==> config.mk <==
export PLATFORM = sky130hd
export DESIGN_NAME = branch_redirect_ctrl
export DESIGN_NICKNAME = d
export VERILOG_FILES = /design/src/rtl/branch_redirect_ctrl.sv
export SDC_FILE = /design/constraint.sdc
export NUM_CORES = 1
export LEC_CHECK = 0
export ABC_CLOCK_PERIOD_IN_PS = 6600
export CORE_ASPECT_RATIO = 0.5
export CORE_MARGIN = 4
export CORE_UTILIZATION = 52
export CTS_BUF_LIST = sky130_fd_sc_hd__clkbuf_2
export DETAILED_ROUTE_END_ITERATION = 10
export GPL_ROUTABILITY_DRIVEN = 0
export PLACE_DENSITY = 0.86
export SLEW_MARGIN = 25
export SYNTH_ARGS = -nofsm -noshare
export SYNTH_HDL_FRONTEND = slang
export SYNTH_SLANG_ARGS = --single-unit
==> constraint.sdc <==
create_clock -name clk -period 6.6 [get_ports clk]
set_input_delay 1.32 -clock clk [delete_from_list [all_inputs] [get_ports clk]]
set_output_delay 1.32 -clock clk [all_outputs]
set_load 0.01 [all_outputs]
==> src/rtl/branch_redirect_ctrl.sv <==
// Redirect sequencer: turns EX branch/jump resolution into pc_sel, redirect target and flush bubbles.
// A redirect seen under a memory stall is parked in HOLD, and load-use bubbles are merged in RUN.
module branch_redirect_ctrl #(
  parameter int FLUSH_CYCLES = 2,
  parameter int CNT_W        = 32
) (
  input  logic             clk,
  input  logic             rst,
  input  logic             stall_in,
  input  logic             ex_valid,
  input  logic             ex_is_branch,
  input  logic             ex_is_jump,
  input  logic             ex_taken,
  input  logic [31:0]      ex_target,
  input  logic             ld_use,
  output logic             pc_sel,
  output logic [31:0]      redirect_pc,
  output logic             if_id_flush,
  output logic             id_ex_flush,
  output logic             if_id_hold,
  output logic             busy,
  output logic [CNT_W-1:0] br_count,
  output logic [CNT_W-1:0] taken_count
);

  typedef enum logic [1:0] {
    S_RUN   = 2'd0,
    S_HOLD  = 2'd1,
    S_FLUSH = 2'd2
  } state_t;

  localparam logic [2:0]       CNT_INIT = 3'(FLUSH_CYCLES - 1);
  localparam logic [CNT_W-1:0] CNT_ONE  = CNT_W'(1);

  state_t           state_q;
  logic [2:0]       cnt_q;
  logic             sent_q;
  logic [31:0]      redirect_pc_q;
  logic [CNT_W-1:0] br_count_q;
  logic [CNT_W-1:0] taken_count_q;

  logic evt;
  logic in_run;
  logic in_flush;

  assign evt      = ex_valid & (ex_is_jump | (ex_is_branch & ex_taken));
  assign in_run   = (state_q == S_RUN);
  assign in_flush = (state_q == S_FLUSH);

  always_ff @(posedge clk or posedge rst) begin
    if (rst) begin
      state_q       <= S_RUN;
      cnt_q         <= 3'd0;
      sent_q        <= 1'b0;
      redirect_pc_q <= 32'd0;
      br_count_q    <= '0;
      taken_count_q <= '0;
    end else begin
      case (state_q)
        S_RUN: begin
          // Entry into HOLD is counted as an accepted redirect even though stalled.
          if (evt) begin
            redirect_pc_q <= ex_target;
            taken_count_q <= taken_count_q + CNT_ONE;
            if (stall_in) begin
              state_q <= S_HOLD;
            end else begin
              cnt_q   <= CNT_INIT;
              sent_q  <= 1'b0;
              state_q <= S_FLUSH;
            end
          end
          if (!stall_in && ex_valid && ex_is_branch) begin
            br_count_q <= br_count_q + CNT_ONE;
          end
        end
        S_HOLD: begin
          if (!stall_in) begin
            cnt_q   <= CNT_INIT;
            sent_q  <= 1'b0;
            state_q <= S_FLUSH;
          end
        end
        S_FLUSH: begin
          // Wrong-path events are ignored here; only unstalled cycles advance the flush.
          if (!stall_in) begin
            sent_q <= 1'b1;
            if (cnt_q == 3'd0) begin
              state_q <= S_RUN;
            end else begin
              cnt_q <= cnt_q - 3'd1;
            end
          end
        end
        default: state_q <= S_RUN;
      endcase
    end
  end

  assign pc_sel      = in_flush & ~sent_q & ~stall_in;
  assign redirect_pc = redirect_pc_q;
  assign if_id_flush = in_flush;
  assign id_ex_flush = in_flush | (in_run & ld_use);
  assign if_id_hold  = in_run & ld_use;
  assign busy        = ~in_run;
  assign br_count    = br_count_q;
  assign taken_count = taken_count_q;

endmodule

==> results of run 1 <==
[kinds of logic (layout without fill, tap and decap cells)]
kind of cell               Yosys count  count (layout)  share of synthesized area [%]
xor gates and xnor gates            62              62                          11.90
DFF                                102             102                          55.95
adders and majority gates            4               4                          1.097
AOI/OAI and AO/OA                   13              13                          1.975
buffers and inverters               22             170                          2.331
and+or+nand+nor                    138             138                          18.35
muxes                               34              34                          8.393
[state kept, by name, indices dropped and copies added, names as in the netlist]
signal,cells
br_count,32
cnt_q,3
redirect_pc,32
sent_q,1
state_q,2
taken_count,32
[area by class of cell]
type / instances / share of cell area (%)
multi-input combinational: 251 / 30.86
clock inverter: 6 / 1.389
clock buffer: 10 / 0.8053
tap: 112 / 2.255
timing repair buffer: 143 / 22.91
inverter: 11 / 0.7047
sequential: 102 / 41.07
[where the power goes]
group / total [mW] / switching, mW / internal [mW] / leakage, nW
Clock: 0.338 / 0.211 / 0.127 / 0.0835
Sequential: 0.880 / 0.115 / 0.766 / 1.33
Combinational: 0.676 / 0.267 / 0.409 / 1.27
[worst max-delay path, delay by kind of cell]
family	cells	cell delay, ps
buf+inv	2	1140
simple gates	3	440
[metrics by stage]
stage	setup WS [ps]	total power [mW]	utilization [%]	instance area [um^2]
final	2378	1.894	75.25	6215
after global routing	2275	2.005	75.25	6215
after CTS	2379	1.918	75.25	6215
after detailed placement	2384	1.576	73.59	6078
after global placement	2431	1.549	73.49	6070
after floorplan	2605	1.194	-	4562
[worst min path at each step]
stage	slack, ps	end	cells past startpoint
final	490	taken_count[31]$_DFFE_PP0P_	1
after global routing	520	taken_count[31]$_DFFE_PP0P_	1
after CTS	500	taken_count[31]$_DFFE_PP0P_	1
after detailed placement	470	taken_count[31]$_DFFE_PP0P_	1
after global placement	460	br_count[31]$_DFFE_PP0P_	1
after floorplan	470	sent_q$_DFFE_PP0P_	2
[per-layer routing]
metal | GRT usage (%) | wire length (um) | vias to the layer above
met5 | 0 | 0 | -
met4 | 5.048 | 113 | 0
met3 | 9.698 | 860 | 8
met2 | 36.28 | 5296 | 113
met1 | 25.37 | 4388 | 1709
li1 | - | - | 1614
[cell usage after synthesis, types with 3 or more instances]
library cell,n
and2_1,4
and3_1,7
and4_1,6
buf_2,6
dfrtp_1,102
ha_1,4
inv_1,11
mux2_2,34
nand2_1,23
nand3_1,22
nand4_1,22
nor2_1,13
nor3_1,13
nor4_1,8
nor4_2,4
o31ai_1,3
xnor2_1,35
xor2_1,27
==> run metrics, run 1 <==
Die W 140.5 um; P per Cell Area 304.8 nW/um^2; DRC viols 0; DRT antenna net count 0; Rows 23; Critical Path AT 2900 ps; I/O Buffers 140; Post-synth top flop dfrtp_1; ANT cells 0; Wirelength per Cell 16.79 um; initial antenna violation count 0; CP max-delay cell clkdlybuf4s50_1; Post-layout nets 562; Avg Cell Area, Syn 12.17 um^2; leading cell type in the layout, fill and taps excluded clkdlybuf4s50_1; reg2reg start state_q[1]$_DFFE_PP0P_; Cell Count, Final, Fillers Out 635; status complete, no violations; Max Fclk 236.9 MHz; total negative slack 0 ps; largest net degree at the start of global routing 72; Tcrit/Tclk final 63.97%; register area 2552 um^2; area of the multi-input gates 1918 um^2; CP Cell Sequence clkdlybuf4s50_1 -> nor2_1 -> nand2_1 -> nor2_1 -> clkdlybuf4s50_1; hold-fix buffers at CTS 0; fillers 571; Setup-failing EPs final 0; worst setup path start stall_in; Core Footprint 8259 um^2; Post-synth EDFFs 0; fraction of layout cells with a size suffix above 1 12.62%; crit path max fanout 10; Cell Area, Synth 4562 um^2; Ys Warns 0; Cells after Synth 375; Worst-path clk slew 280 ps; CP Class input port to output pin; Tmin final 4222 ps; synthesized net count 419; most frequent cells in the layout clkdlybuf4s50_1, dfrtp_1, xnor2_1; via count 3444; VDD IR-drop max 0.0002619 V; 1st-iter DRT viols 186; crit path to pc_sel; Seq/Total Area, Yosys 55.95%; Slew @ Worst Pin 1066 ps; grt total ovfl 0; vias in the first global route 3498; flops & latches, synth 102; CTS tree built; ys async rst share 100.0%; Area Overhead vs Synth 36.23%; Hold Path Class flip-flop to flip-flop; post-DR vias/cell 5.424; hold slack 493.5 ps; HPWL after detailed placement 7747 um; R2R setup slack 4420 ps; unrepaired setup endpoints after global routing false; Unique masters post-synth 43; post-synth top area cell dfrtp_1; CTS sink count 102; Slew headroom 28.27%; Max clock buf depth 2; Starting Density 55.23%; global-route wire length before repair 17420 um; Setup crit end kind output pin; max incr delay on CP 590 ps; GR Util All Layers 21.29%; Initial DRT Pass Iterations 4; hold path startpoint taken_count[31]$_DFFE_PP0P_; Setup Fix Bufs, Post-CTS 0; LEAKAGE 2.678 nW; Synth top area share 55.95%; Max Cap Viol 0; dpl cells 619; PostCTS Resize Cnt 0; Clock Latency Late Sink 600 ps; WL final 10660 um; Clock Skews 38.06 ps; final hold violation count 0; H-Tree Level Count 3; Die Footprint 10430 um^2; IO Pins 141; clock root buffer clkbuf_2; DIE HEIGHT 74.23 um; crit start category input port; r2r worst-path depth 4; max-slew violations 0; critical path required time 5280 ps; TritonCTS Buffers 9; R2R Path End br_count[28]$_DFFE_PP0P_; top post-synthesis cells by area dfrtp_1, mux2_2, xnor2_1, xor2_1, nand4_1
No activity file was read; power rests on OpenSTA's default activity.
==> run 2, diff against run 1 <==
- ABC_CLOCK_PERIOD_IN_PS: 6600 -> 3600
- CORE_UTILIZATION: 52 -> 44
- PLACE_DENSITY: 0.86 -> 0.77
- clock period: 6.6 -> 3.6 ns (I/O delays scaled with it)
==> run 2 against run 1 <==
Effect of this change: clock-buffer cell count unchanged; register-to-register slack got worse by 2900 ps; sequential power increased by 82%; sequential share of layout area decreased by 0.16 points; hold slack improved by 2.0 ps; final cell count increased by 3.9%; power increased by 77%; clock skew decreased by 8.3 ps; non-clock buffer count increased by 2; cell area increased by 0.38%; first-iteration DRC count decreased by 32%; via count decreased by 2.1%; highest routed layer unchanged.
==> run metrics, run 2 (same netlist as run 1, synthesis figures left out) <==
total negative slack 0 ps (unchanged); clock root buffer clkbuf_2; crit path max fanout 13 (+3); Clock Latency Late Sink 580 ps (-20 ps); fraction of layout cells with a size suffix above 1 12.95% (+0.33 points); post-DR vias/cell 5.106 (-5.9%); VDD IR-drop max 0.0003803 V (+45%); ANT cells 0 (unchanged); R2R setup slack 1520 ps (-2900 ps); CTS sink count 102 (unchanged); worst setup path start state_q[1]$_DFFE_PP0P_; Post-layout nets 564 (+0.36%); DRT antenna net count 0 (unchanged); Area Overhead vs Synth 36.75%; TritonCTS Buffers 9 (unchanged); Setup crit end kind output pin; CP Class flip-flop to output pin; WL final 10110 um (-5.1%); H-Tree Level Count 3 (unchanged); R2R Path End br_count[30]$_DFFE_PP0P_; leading cell type in the layout, fill and taps excluded clkdlybuf4s50_1; IO Pins 141 (unchanged); vias in the first global route 3425 (-2.1%); Power Total 3.362 mW (+77%); Max Cap Viol 0 (unchanged); PostCTS Resize Cnt 0 (unchanged); Rows 25 (+8.7%); grt total ovfl 0 (unchanged); LEAKAGE 2.669 nW (-0.33%); global-route wire length before repair 17040 um (-2.2%); via count 3370 (-2.1%); Max clock buf depth 2 (unchanged); Hold Path Class flip-flop to flip-flop; Min-Delay Path Depth 1 (unchanged); Setup Fix Bufs, Post-CTS 0 (unchanged); Worst Hold End taken_count[31]$_DFFE_PP0P_; 1st-iter DRT viols 127 (-32%); critical path required time 2880 ps (-2400 ps); Setup-failing EPs final 0 (unchanged); CP bufs+invs 1 (-1); Initial DRT Pass Iterations 4 (unchanged); Slew @ Worst Pin 897.2 ps (-168.9 ps); Worst-path clk slew 240 ps (-40 ps); reg2reg start state_q[1]$_DFFE_PP0P_; CTS tree built; Critical Path AT 2310 ps (-590 ps); I/O Buffers 140 (unchanged); most frequent cells in the layout clkdlybuf4s50_1, dfrtp_1, xnor2_1; Slew headroom 39.64% (+11 points); hold-fix buffers at CTS 0 (unchanged); final hold violation count 0 (unchanged); CP max-delay cell dfrtp_1; CP Depth 4 (-1); largest net degree at the start of global routing 56 (-22%); Die Footprint 12160 um^2 (+17%); DRC viols 0 (unchanged); initial antenna violation count 0 (unchanged); Tcrit/Tclk final 84.29%; crit start category flip-flop; P per Cell Area 539.0 nW/um^2 (+77%); max incr delay on CP 660 ps (+70 ps); GR Util All Layers 17.18% (-4.1 points); Starting Density 46.74% (-8.5 points); Max Fclk 329.5 MHz; Die W 152 um (+8.2%); Core Footprint 9759 um^2 (+18%); hold path startpoint taken_count[31]$_DFFE_PP0P_; max-slew violations 0 (unchanged); HPWL after detailed placement 7377 um (-4.8%); Clock Skews 29.80 ps (-8.256 ps); Wirelength per Cell 15.32 um (-8.7%); fillers 796 (+39%); Top delay family on crit path flip-flops; Tmin final 3034 ps; DIE HEIGHT 80 um (+7.8%); r2r worst-path depth 4 (unchanged); status complete, no violations; CP Cell Sequence nor2_1 -> and2_1 -> or2_2 -> clkdlybuf4s50_1; unrepaired setup endpoints after global routing false
## run 2: cell count changes in the layout (fill, tap and decap cells not counted)
cell,change
clkinvlp_4,+2
buf_12,+1
buf_4,+1
bufinv_16,-1
clkinv_4,-1
nor4_2,+1
nor4_4,-1
## run 2: routing by layer
metal	routed length [um]	track usage [%]	part of all wire, %	vias up
li1	-	-	-	1622
met1	4356	20.98	43	1661
met2	4996	29.25	49	81
met3	672	6.551	6.6	6
met4	86	4.036	0.85	0
met5	0	0	0	-
## run 2: cell type report
class	instances	area (um^2)	area share, %
Multi-Input combinational cell	251	1909	30.61
Timing Repair Buffer	145	1451	23.27
Tap cell	135	168.9	2.708
Inverter	11	43.79	0.7020
Clock inverter	6	62.56	1.003
Clock buffer	10	50.05	0.8022
Sequential cell	102	2552	40.91
## run 2: metrics by stage
step                instance area (um^2)  worst slack, ps  utilization (%)  instances  hold WS, ps
global placement                    6126            845.8            62.77        644        458.9
detailed placement                  6126            792.6            62.77        644        465.8
CTS                                 6238            508.2            63.92        660        495.0
global route                        6238            393.6            63.92        660        515.1
floorplan                           4562            204.5                -        375        469.4
finish                              6238            565.5            63.92        660        495.4
## run 2: report_power, final
part           leakage, nW  switching, mW  internal, mW
Clock               0.0656          0.378         0.160
Sequential            1.33          0.200          1.40
Combinational         1.28          0.472         0.749
Total                 2.67           1.05          2.31
## run 2: worst register-to-register path, delay by kind of cell, from the launching register on
family	cells	cell delay, ps
AND/OR/NAND/NOR	3	1300
flip-flops	1	590
XOR/XNOR	1	170
## run 2: worst max path at each step
stage | endpoint | slack, ps
CTS | id_ex_flush | 510
floorplan | br_count[0]$_DFFE_PP0P_ | 200
global route | id_ex_flush | 390
finish | id_ex_flush | 570
detailed placement | br_count[30]$_DFFE_PP0P_ | 790
global placement | pc_sel | 850
